`config.mk`:
```
export PLATFORM = sky130hd
export DESIGN_NAME = cacheline_adaptor
export DESIGN_NICKNAME = d
export VERILOG_FILES = /design/src/rtl/cacheline_adaptor.sv
export SDC_FILE = /design/constraint.sdc
export NUM_CORES = 1
export LEC_CHECK = 0
export BUFFER_PORTS_ARGS = -buffer_cell sky130_fd_sc_hd__buf_2
export CAP_MARGIN = 20
export CORE_AREA = 4 4 276 278
export CTS_CLUSTER_DIAMETER = 30
export CTS_CLUSTER_SIZE = 10
export DETAILED_ROUTE_END_ITERATION = 6
export DIE_AREA = 0 0 280 282
export SETUP_SLACK_MARGIN = 0.3
export SYNTH_ARGS = -nofsm -noshare
export SYNTH_HDL_FRONTEND = slang
export SYNTH_SLANG_ARGS = --single-unit
```
`constraint.sdc`:
```
create_clock -name clk -period 6.4 [get_ports clk]
set_input_delay 0 -clock clk [delete_from_list [all_inputs] [get_ports clk]]
set_output_delay 0 -clock clk [all_outputs]
set_load 0.005 [all_outputs]
```
`src/rtl/cacheline_adaptor.sv`:
```
// cacheline_adaptor: moves one cache line between the cache's physical-memory
// port and a narrower burst memory bus. A line read or write is accepted from
// pmem_*, runs as BEATS beats on burst_*, and finishes with a one-cycle
// pmem_resp pulse. All state changes on the rising edge of clk, and rst is a
// synchronous, active-high reset.
module cacheline_adaptor #(
  parameter int unsigned s_line   = 256,
  parameter int unsigned s_burst  = 64,
  parameter int unsigned s_offset = 5
) (
  input  logic                clk,
  input  logic                rst,
  input  logic                pmem_read,
  input  logic                pmem_write,
  input  logic [31:0]         pmem_address,
  input  logic [s_line-1:0]   pmem_wdata,
  output logic [s_line-1:0]   pmem_rdata,
  output logic                pmem_resp,
  output logic                burst_read,
  output logic                burst_write,
  output logic [31:0]         burst_addr,
  output logic [s_burst-1:0]  burst_wdata,
  input  logic [s_burst-1:0]  burst_rdata,
  input  logic                burst_resp
);

  localparam int unsigned BEATS = s_line / s_burst;
  localparam int unsigned KW    = $clog2(BEATS);
  localparam logic [KW-1:0] LAST_BEAT = KW'(BEATS - 1);
  // Ones in the line-offset bit positions. These bits are cleared in the burst address.
  localparam logic [31:0] OFFSET_MASK = 32'((64'd1 << s_offset) - 64'd1);

  typedef enum logic [1:0] {
    ST_IDLE,
    ST_RD,
    ST_WR,
    ST_DONE
  } state_t;

  state_t            state_q, state_d;
  logic [KW-1:0]     beat_q;
  logic [s_line-1:0] wline_q;
  logic              accept;
  logic              beat_done;

  // A request is taken only in IDLE. A beat is consumed only while a burst is active.
  assign accept    = (state_q == ST_IDLE) && (pmem_read || pmem_write);
  assign beat_done = ((state_q == ST_RD) || (state_q == ST_WR)) && burst_resp;

  // Next-state and Moore outputs.
  always_comb begin
    // NOTE: every output of this block gets a default first. A path that
    // leaves any output unassigned would infer a latch.
    state_d     = state_q;
    burst_read  = 1'b0;
    burst_write = 1'b0;
    pmem_resp   = 1'b0;
    unique case (state_q)
      ST_IDLE: begin
        // A writeback wins over a fill. The fill stays pending in pmem_read.
        if (pmem_write)     state_d = ST_WR;
        else if (pmem_read) state_d = ST_RD;
      end
      ST_RD: begin
        burst_read = 1'b1;
        if (burst_resp && (beat_q == LAST_BEAT)) state_d = ST_DONE;
      end
      ST_WR: begin
        burst_write = 1'b1;
        if (burst_resp && (beat_q == LAST_BEAT)) state_d = ST_DONE;
      end
      ST_DONE: begin
        // One-cycle completion. No request is accepted here.
        pmem_resp = 1'b1;
        state_d   = ST_IDLE;
      end
      default: state_d = ST_IDLE;
    endcase
  end

  // State register and beat counter. The counter wraps to 0 on the final beat.
  always_ff @(posedge clk) begin
    // NOTE: sequential state uses non-blocking assignments only. All
    // registers then update together at the edge, with no dependence on
    // the order of the statements.
    if (rst) begin
      state_q <= ST_IDLE;
      beat_q  <= '0;
    end else begin
      state_q <= state_d;
      if (beat_done) beat_q <= beat_q + KW'(1);
    end
  end

  // Datapath: latch the request at acceptance and assemble the fill line beat by beat.
  always_ff @(posedge clk) begin
    // NOTE: the wide data registers are reset on purpose. After reset the
    // bus shows zeros, and a fill interrupted by reset leaves no partial
    // line on pmem_rdata.
    if (rst) begin
      burst_addr <= '0;
      wline_q    <= '0;
      pmem_rdata <= '0;
    end else begin
      if (accept) begin
        burst_addr <= pmem_address & ~OFFSET_MASK;
        if (pmem_write) wline_q <= pmem_wdata;
      end
      if ((state_q == ST_RD) && burst_resp)
        pmem_rdata[beat_q*s_burst +: s_burst] <= burst_rdata;
    end
  end

  // The current write beat is the latched line slice chosen by the beat counter.
  assign burst_wdata = wline_q[beat_q*s_burst +: s_burst];

endmodule

```
==> results.ini, run 1 <==
[sta]
hold_violations = 0
slew_headroom_pct = 23.39
finalSetupViolCount = 0
layout_min_cycle_time_ps = 3170
worst_pin_slew_ps = 1149
maxSlewViolCount = 0
fin_tns_setup_ps = 0
rsz0062_at_grt = no
skew_ps = 39.39
fmax_mhz = 315.4
min_period_over_period_pct = 49.54

[power_and_ir_drop]
power_frac_clock_pct = 51.5
p_seq_share_pct = 29.6
p_int_w = 0.009563
comb_power_share_pct = 18.9
p_leak_nw = 14.47
total_power_w = 0.01336
power_density_nw_per_um2 = 393.0
peakVddDrop_mv = 0.2693
switchingPower_w = 0.003792
power_switching_share_pct = 28.40

[cells_and_area]
syn_to_final_growth_pct = 64.11
nNetsFinal = 3872
utilization_pct = 45.96
drive_gt1_share_pct = 28.52
layout.cells.non_filler = 4584

[global_route]
grt_usage_pct = 20.81
grt_antenna_before_repair = 5
overflow = 0
grt_pass1_vias = 22970
grt_max_degree = 210
grt_pass1_wl_um = 131400

[logic_synthesis]
ys_seq_area_share_pct = 52.49
yosys.area.top_type_share_pct = 52.49
synth_cells = 2413
synth_edf_count = 0
synth.cell_area_um2 = 20710
synth_seq_cells = 543
yosys_warnings = 0
synth.top_cells.by_count = nand2_1, dfxtp_1, a21oi_1
avgSynthCellArea_um2 = 8.582
synth_largest_area_cell = dfxtp_1
ys_async_sr_fraction_pct = 0
synth_most_common_cell = nand2_1
synth_top_flop_cell = dfxtp_1
synthTopCellsByArea = dfxtp_1, nand2_1, a21oi_1
synth.distinct_cells = 35

[critical_path]
crit_cells = 6
worst_r2r_path_depth = 6
cp_max_fo = 54
path_buf_inv = 2
path_delay_family = buffers and inverters
slowest_delay_ps = 820
slowest_stage = dfxtp_4
crit_type = reg -> reg
crit_path_end_kind = flop
path_cells = inv_1, ha_1, and4bb_2, buf_4, a32oi_1, nor2_1
arrival_ps = 3770
worstSetupStartpointType = flop
required_ps = 7000

[job]
drv_cap = 0

[place]
gp_congestion = 0.7938
io_buffers = 701
hpwl_um = 51170
dp.cells = 3886

[min_path]
holdCritPathClass = in -> reg
hold_path_depth = 4

[floorplan]
rows = 100
dieHeight_um = 282
core_um2 = 73950
die_w_um = 280
die-area_um2 = 78960
start_util_pct = 28.01
ioPinCount = 712

[outcome]
status = finished, final reports clean

[clocking]
cts_setup_buffers = 0
htreeDepth = 3
clk_pin_slew_ps = 50
cts_buffers = 121
tritoncts = built
cts_resized = 0
root_buffer = clkbuf_16
cts.sinks = 543
clk_latency_ps = 670
cts_buffer_depth = 3

[drt]
vias = 22360
drtIter0Drc = 1393
drtAntennaViolNets = 0
wl_per_cell_um = 19.02
vias_per_cell = 4.879
drc = 0
routed_wirelength_um = 87200
drt-pass1-iter-count = 5

## cells in the final DEF (no fill, tap or decap), types with 3 or more instances in the layout
| cell type | count |
|---|---|
| nand2_1 | 739 |
| buf_2 | 700 |
| dfxtp_1 | 541 |
| dlygate4sd3_1 | 464 |
| a21oi_1 | 454 |
| nand3_1 | 171 |
| clkbuf_16 | 124 |
| nor2_1 | 88 |
| a32oi_1 | 86 |
| mux4_2 | 64 |
| bufinv_16 | 25 |
| clkbuf_8 | 22 |
| buf_4 | 20 |
| clkinv_2 | 19 |
| clkinvlp_4 | 14 |
| ha_1 | 10 |
| clkinv_4 | 10 |
| clkbuf_1 | 8 |
| conb_1 | 5 |
| diode_2 | 4 |
| inv_1 | 4 |
| nand3_2 | 4 |
| clkinv_16 | 4 |
| and3_2 | 3 |
| buf_12 | 3 |
## worst min-delay path, stage by stage
cell,delay [ps]
dlygate4sd3_1,530
buf_2,120
nand2_1,40
a21oi_1,50
## repair_timing
item,4_1_cts,5_1_grt
setup endpoints to repair,0,0
hold buffers,464,0
hold endpoints to repair,543,0
## logic make-up after synthesis
logic type	synth area share [%]
mux	6.960
fa+ha+maj	0.6042
flops	52.49
simple gates	19.92
buf+inv	5.057
other cells	0.01811
xor+xnor	0.04230
compound gates	14.91
## through the flow
step | hold slack (ps) | cell area (um^2) | worst slack, ps
2_1_floorplan | 136.0 | 20720 | 4011
3_3_place_gp | 240.6 | 24690 | 3252
3_5_place_dp | 245.9 | 24690 | 3206
4_1_cts | 65.41 | 33960 | 3079
5_1_grt | 96.73 | 33980 | 2973
6_report | 130.8 | 33990 | 3230
## power groups by stage
| stage | logic, W | registers (W) | clock network [W] |
|---|---|---|---|
| 6_report | 0.00252 | 0.00396 | 0.00688 |
| 5_1_grt | 0.00275 | 0.00399 | 0.00716 |
| 4_1_cts | 0.00247 | 0.00394 | 0.00698 |
| 3_5_place_dp | 0.00212 | 0.00401 | 0 |
| 3_3_place_gp | 0.00210 | 0.00399 | 0 |
| 2_1_floorplan | 0.00145 | 0.00391 | 0 |
## flip-flops by register name, indices dropped and copies added, names as in the netlist
| signal | cells |
|---|---|
| beat_q | 2 |
| wline_q | 256 |
| burst_addr | 27 |
| pmem_rdata | 256 |
| state_q | 2 |
## layout make-up
type,count,area [um^2]
Fill cell,6729,39960
Multi-Input combinational cell,1646,8853
Clock buffer,154,3436
Inverter,4,15.01
Tap cell,969,1212
Antenna cell,4,10.01
Clock inverter,75,1192
Timing Repair Buffer,1189,8388
Sequential cell,543,10880
## worst paths after layout
check,startpoint,to,slack [ps]
hold / removal,pmem_wdata[80],wline_q[80]$_SDFFE_PP0P_,130
setup / recovery,beat_q[0]$_SDFFE_PP0P_,pmem_rdata[54]$_SDFFE_PP0P_,3230
setup reg to reg,beat_q[0]$_SDFFE_PP0P_,pmem_rdata[54]$_SDFFE_PP0P_,3230
hold reg to reg,pmem_rdata[187]$_SDFFE_PP0P_,pmem_rdata[187]$_SDFFE_PP0P_,440
## per-layer routing
layer	part of all wire [%]	global-route usage [%]
met3	9.4	7.055
met2	48	35.27
met1	38	23.32
met4	5.0	10.88
met5	0.015	0
Note: power is estimated with default switching activity, not from simulation.
==> run 2: changes to the inputs <==
- clock period: 6.4 -> 2.81 ns (I/O delays scaled with it)
==> run 2 against run 1 <==
Worst setup slack got worse by 2700 ps; sequential share of layout area increased by 0.64 points; clock power grew 120%; largest power group unchanged; cell count is 1.5% lower; wire length shrank 1.0%; critical endpoint is now burst_wdata[45]; register-to-register slack worse by 2700 ps; core utilization down 0.90 points; total power up 120%; count of clock-buffer cells in the layout fell by 12; die area unchanged; cell area fell by 1.9%; sequential power grew 120%.
==> results.ini, run 2 (synthesis results as in run 1) <==
[cells_and_area]
n_fill_cell = 6762  ; +0.49%
syn_to_final_growth_pct = 60.91
utilization_pct = 45.06  ; -0.90 points
final_cell_mix = nand2_1, buf_2, dfxtp_1, a21oi_1, dlygate4sd3_1
drive_gt1_share_pct = 29.88  ; +1.4 points
nNetsFinal = 3804  ; -1.8%
seqCellArea_um2 = 10880  ; unchanged
multi_input_area_um2 = 8856  ; about the same
top_regs = pmem_rdata (256), wline_q (256), burst_addr (27)
final_common_cell = nand2_1

[sta]
fin_tns_setup_ps = 0  ; unchanged
min_period_over_period_pct = 82.25
hold_violations = 0  ; unchanged
rsz0062_at_grt = no
fmax_mhz = 432.7
worst_pin_slew_ps = 694.4  ; -454.7 ps
skew_ps = 45.67  ; +6.284 ps
finalSetupViolCount = 0  ; unchanged
slew_headroom_pct = 53.71  ; +30 points
layout_min_cycle_time_ps = 2311
maxSlewViolCount = 0  ; unchanged

[clocking]
cts_buffers = 119  ; -1.7%
cts_setup_buffers = 0  ; unchanged
clk_pin_slew_ps = 50  ; about the same
tritoncts = built
clk_latency_ps = 680  ; about the same
cts_buffer_depth = 3  ; unchanged
cts.sinks = 543  ; unchanged
htreeDepth = 3  ; unchanged
root_buffer = clkbuf_16

[drt]
routed_wirelength_um = 86290  ; -1.0%
drtAntennaViolNets = 0  ; unchanged
drtIter0Drc = 1389  ; -0.29%
dr.max_layer_used = met4
met1_length_um = 32650  ; -1.1%
vias = 22160  ; -0.91%
drt-pass1-iter-count = 5  ; unchanged
dr_wl_met2_um = 41190  ; -0.97%
wl_per_cell_um = 19.11  ; +0.44%
vias_per_cell = 4.907  ; +0.58%
drc = 0  ; unchanged
wl_met3_um = 8539  ; +3.8%

[critical_path]
slowest_delay_ps = 540  ; -280 ps
cp_max_fo = 32  ; -41%
path_delay_family = buffers and inverters
crit_type = reg -> out
arrival_ps = 2310  ; -1460 ps
path_cells = bufbuf_16, mux4_2, buf_2
slowest_stage = mux4_2
worstSetupStartpointType = flop
crit_path_end_kind = primary output
required_ps = 2810  ; -4190 ps
worstReg2RegStart = state_q[1]$_SDFFE_PP0P_
path_buf_inv = 2  ; unchanged
worst_r2r_path_depth = 8  ; +2
r2r_slack_ps = 510  ; -2720 ps
r2r-end = wline_q[205]$_SDFFE_PP0P_

[min_path]
hp-start = pmem_wdata[149]
hold_path_depth = 4  ; unchanged
holdCritPathClass = in -> reg
hold_end = wline_q[149]$_SDFFE_PP0P_

[floorplan]
die_w_um = 280  ; unchanged
core_um2 = 73950  ; unchanged
ioPinCount = 712  ; unchanged
rows = 100  ; unchanged
start_util_pct = 28.01  ; unchanged
die-area_um2 = 78960  ; unchanged
dieHeight_um = 282  ; unchanged

[place]
io_buffers = 701  ; unchanged
gp_congestion = 0.8243  ; +3.8%
hpwl_um = 53010  ; +3.6%

[power_and_ir_drop]
switchingPower_w = 0.008711  ; +130%
power_frac_clock_pct = 50.2  ; -1.3 points
power_density_nw_per_um2 = 893.3  ; +130%
peakVddDrop_mv = 0.6095  ; +130%
p_int_w = 0.02106  ; +120%
comb_power_share_pct = 19.9  ; +1.0 points
p_seq_share_pct = 29.9  ; +0.3 points
p_leak_nw = 13.97  ; -3.4%
power_switching_share_pct = 29.26  ; +0.87 points

[outcome]
status = finished, final reports clean

[global_route]
grt_antenna_before_repair = 4  ; -1
grt_max_degree = 133  ; -37%
grt_pass1_vias = 22370  ; -2.7%
grt_usage_pct = 20.65  ; -0.16 points
grt_pass1_wl_um = 129500  ; -1.5%
overflow = 0  ; unchanged

[job]
drv_cap = 0  ; unchanged

[run 2: cell types whose count changed in the layout (fill, tap and decap cells not counted), sizes merged]
| cell | previous run | this run |
|---|---|---|
| bufbuf | 0 | 1 |
| inv | 6 | 10 |
| bufinv | 25 | 20 |
| clkinvlp | 14 | 18 |
| buf | 725 | 751 |
| diode | 4 | 6 |
| clkbuf | 154 | 142 |
| clkinv | 34 | 39 |
| dlygate4sd3 | 464 | 371 |
[run 2: worst reg2reg max path, cell delays in order (launching register included)]
cell and delay (ps):
dfxtp_1 320, inv_1 130, ha_2 270, and2_4 290, buf_12 260, buf_4 280
nand2_1 60, a21oi_1 110, dlygate4sd3_1 550
[run 2: how the worst max path moves through the flow]
stage | from | end | slack [ps] | depth (start not counted)
6_report | beat_q[0]$_SDFFE_PP0P_ | burst_wdata[45] | 500 | 3
5_1_grt | state_q[1]$_SDFFE_PP0P_ | wline_q[205]$_SDFFE_PP0P_ | 340 | 8
4_1_cts | state_q[1]$_SDFFE_PP0P_ | wline_q[184]$_SDFFE_PP0P_ | 320 | 7
3_5_place_dp | beat_q[0]$_SDFFE_PP0P_ | pmem_rdata[131]$_SDFFE_PP0P_ | 600 | 6
3_3_place_gp | beat_q[0]$_SDFFE_PP0P_ | pmem_rdata[131]$_SDFFE_PP0P_ | 630 | 6
2_1_floorplan | beat_q[1]$_SDFFE_PP0P_ | pmem_rdata[192]$_SDFFE_PP0P_ | 420 | 8
[run 2: layout make-up]
class / instances / share of cell area [%]
well taps: 969 / 3.638
inverters: 4 / 0.04506
clock inverters: 83 / 3.443
repair buffers: 1123 / 23.81
clock buffers: 142 / 9.800
diodes: 6 / 0.04506
flip-flops and latches: 543 / 32.64
multi-input cells: 1646 / 26.58
[run 2: routing by layer]
metal  GRT usage (%)  vias up
met4           10.11        0
met1           23.77    10420
met3           6.376      233
met5               0        -
li1                -    10340
met2           35.04     1170
[run 2: stage by stage]
step	setup slack [ps]	instance area, um^2	power [W]	hold WS (ps)	instances
5_1_grt	340.7	33320	0.03098	103.1	4513
3_3_place_gp	625.8	25120	0.01427	239.6	3912
6_report	498.8	33320	0.02977	115.6	4516
2_1_floorplan	421.4	20720	0.01220	136.0	2417
4_1_cts	322.0	33290	0.02991	61.24	4509
3_5_place_dp	598.3	25120	0.01433	245.3	3912
[run 2: timing repair]
action                                 4_1_cts  5_1_grt
cloned                                       1        0
setup endpoints to repair                    3        3
pin swaps                                    0        1
endpoints found under the hold margin      543        0
resized for setup                            1        2
hold buffers                               371        0
[run 2: power by group through the flow]
stage	logic (W)	clock network (W)	registers [W]
after global routing	0.00644	0.0156	0.00897
final	0.00592	0.0149	0.00890
after detailed placement	0.00532	0	0.00901
after floorplan	0.00330	0	0.00890
after global placement	0.00528	0	0.00899
after CTS	0.00587	0.0152	0.00888
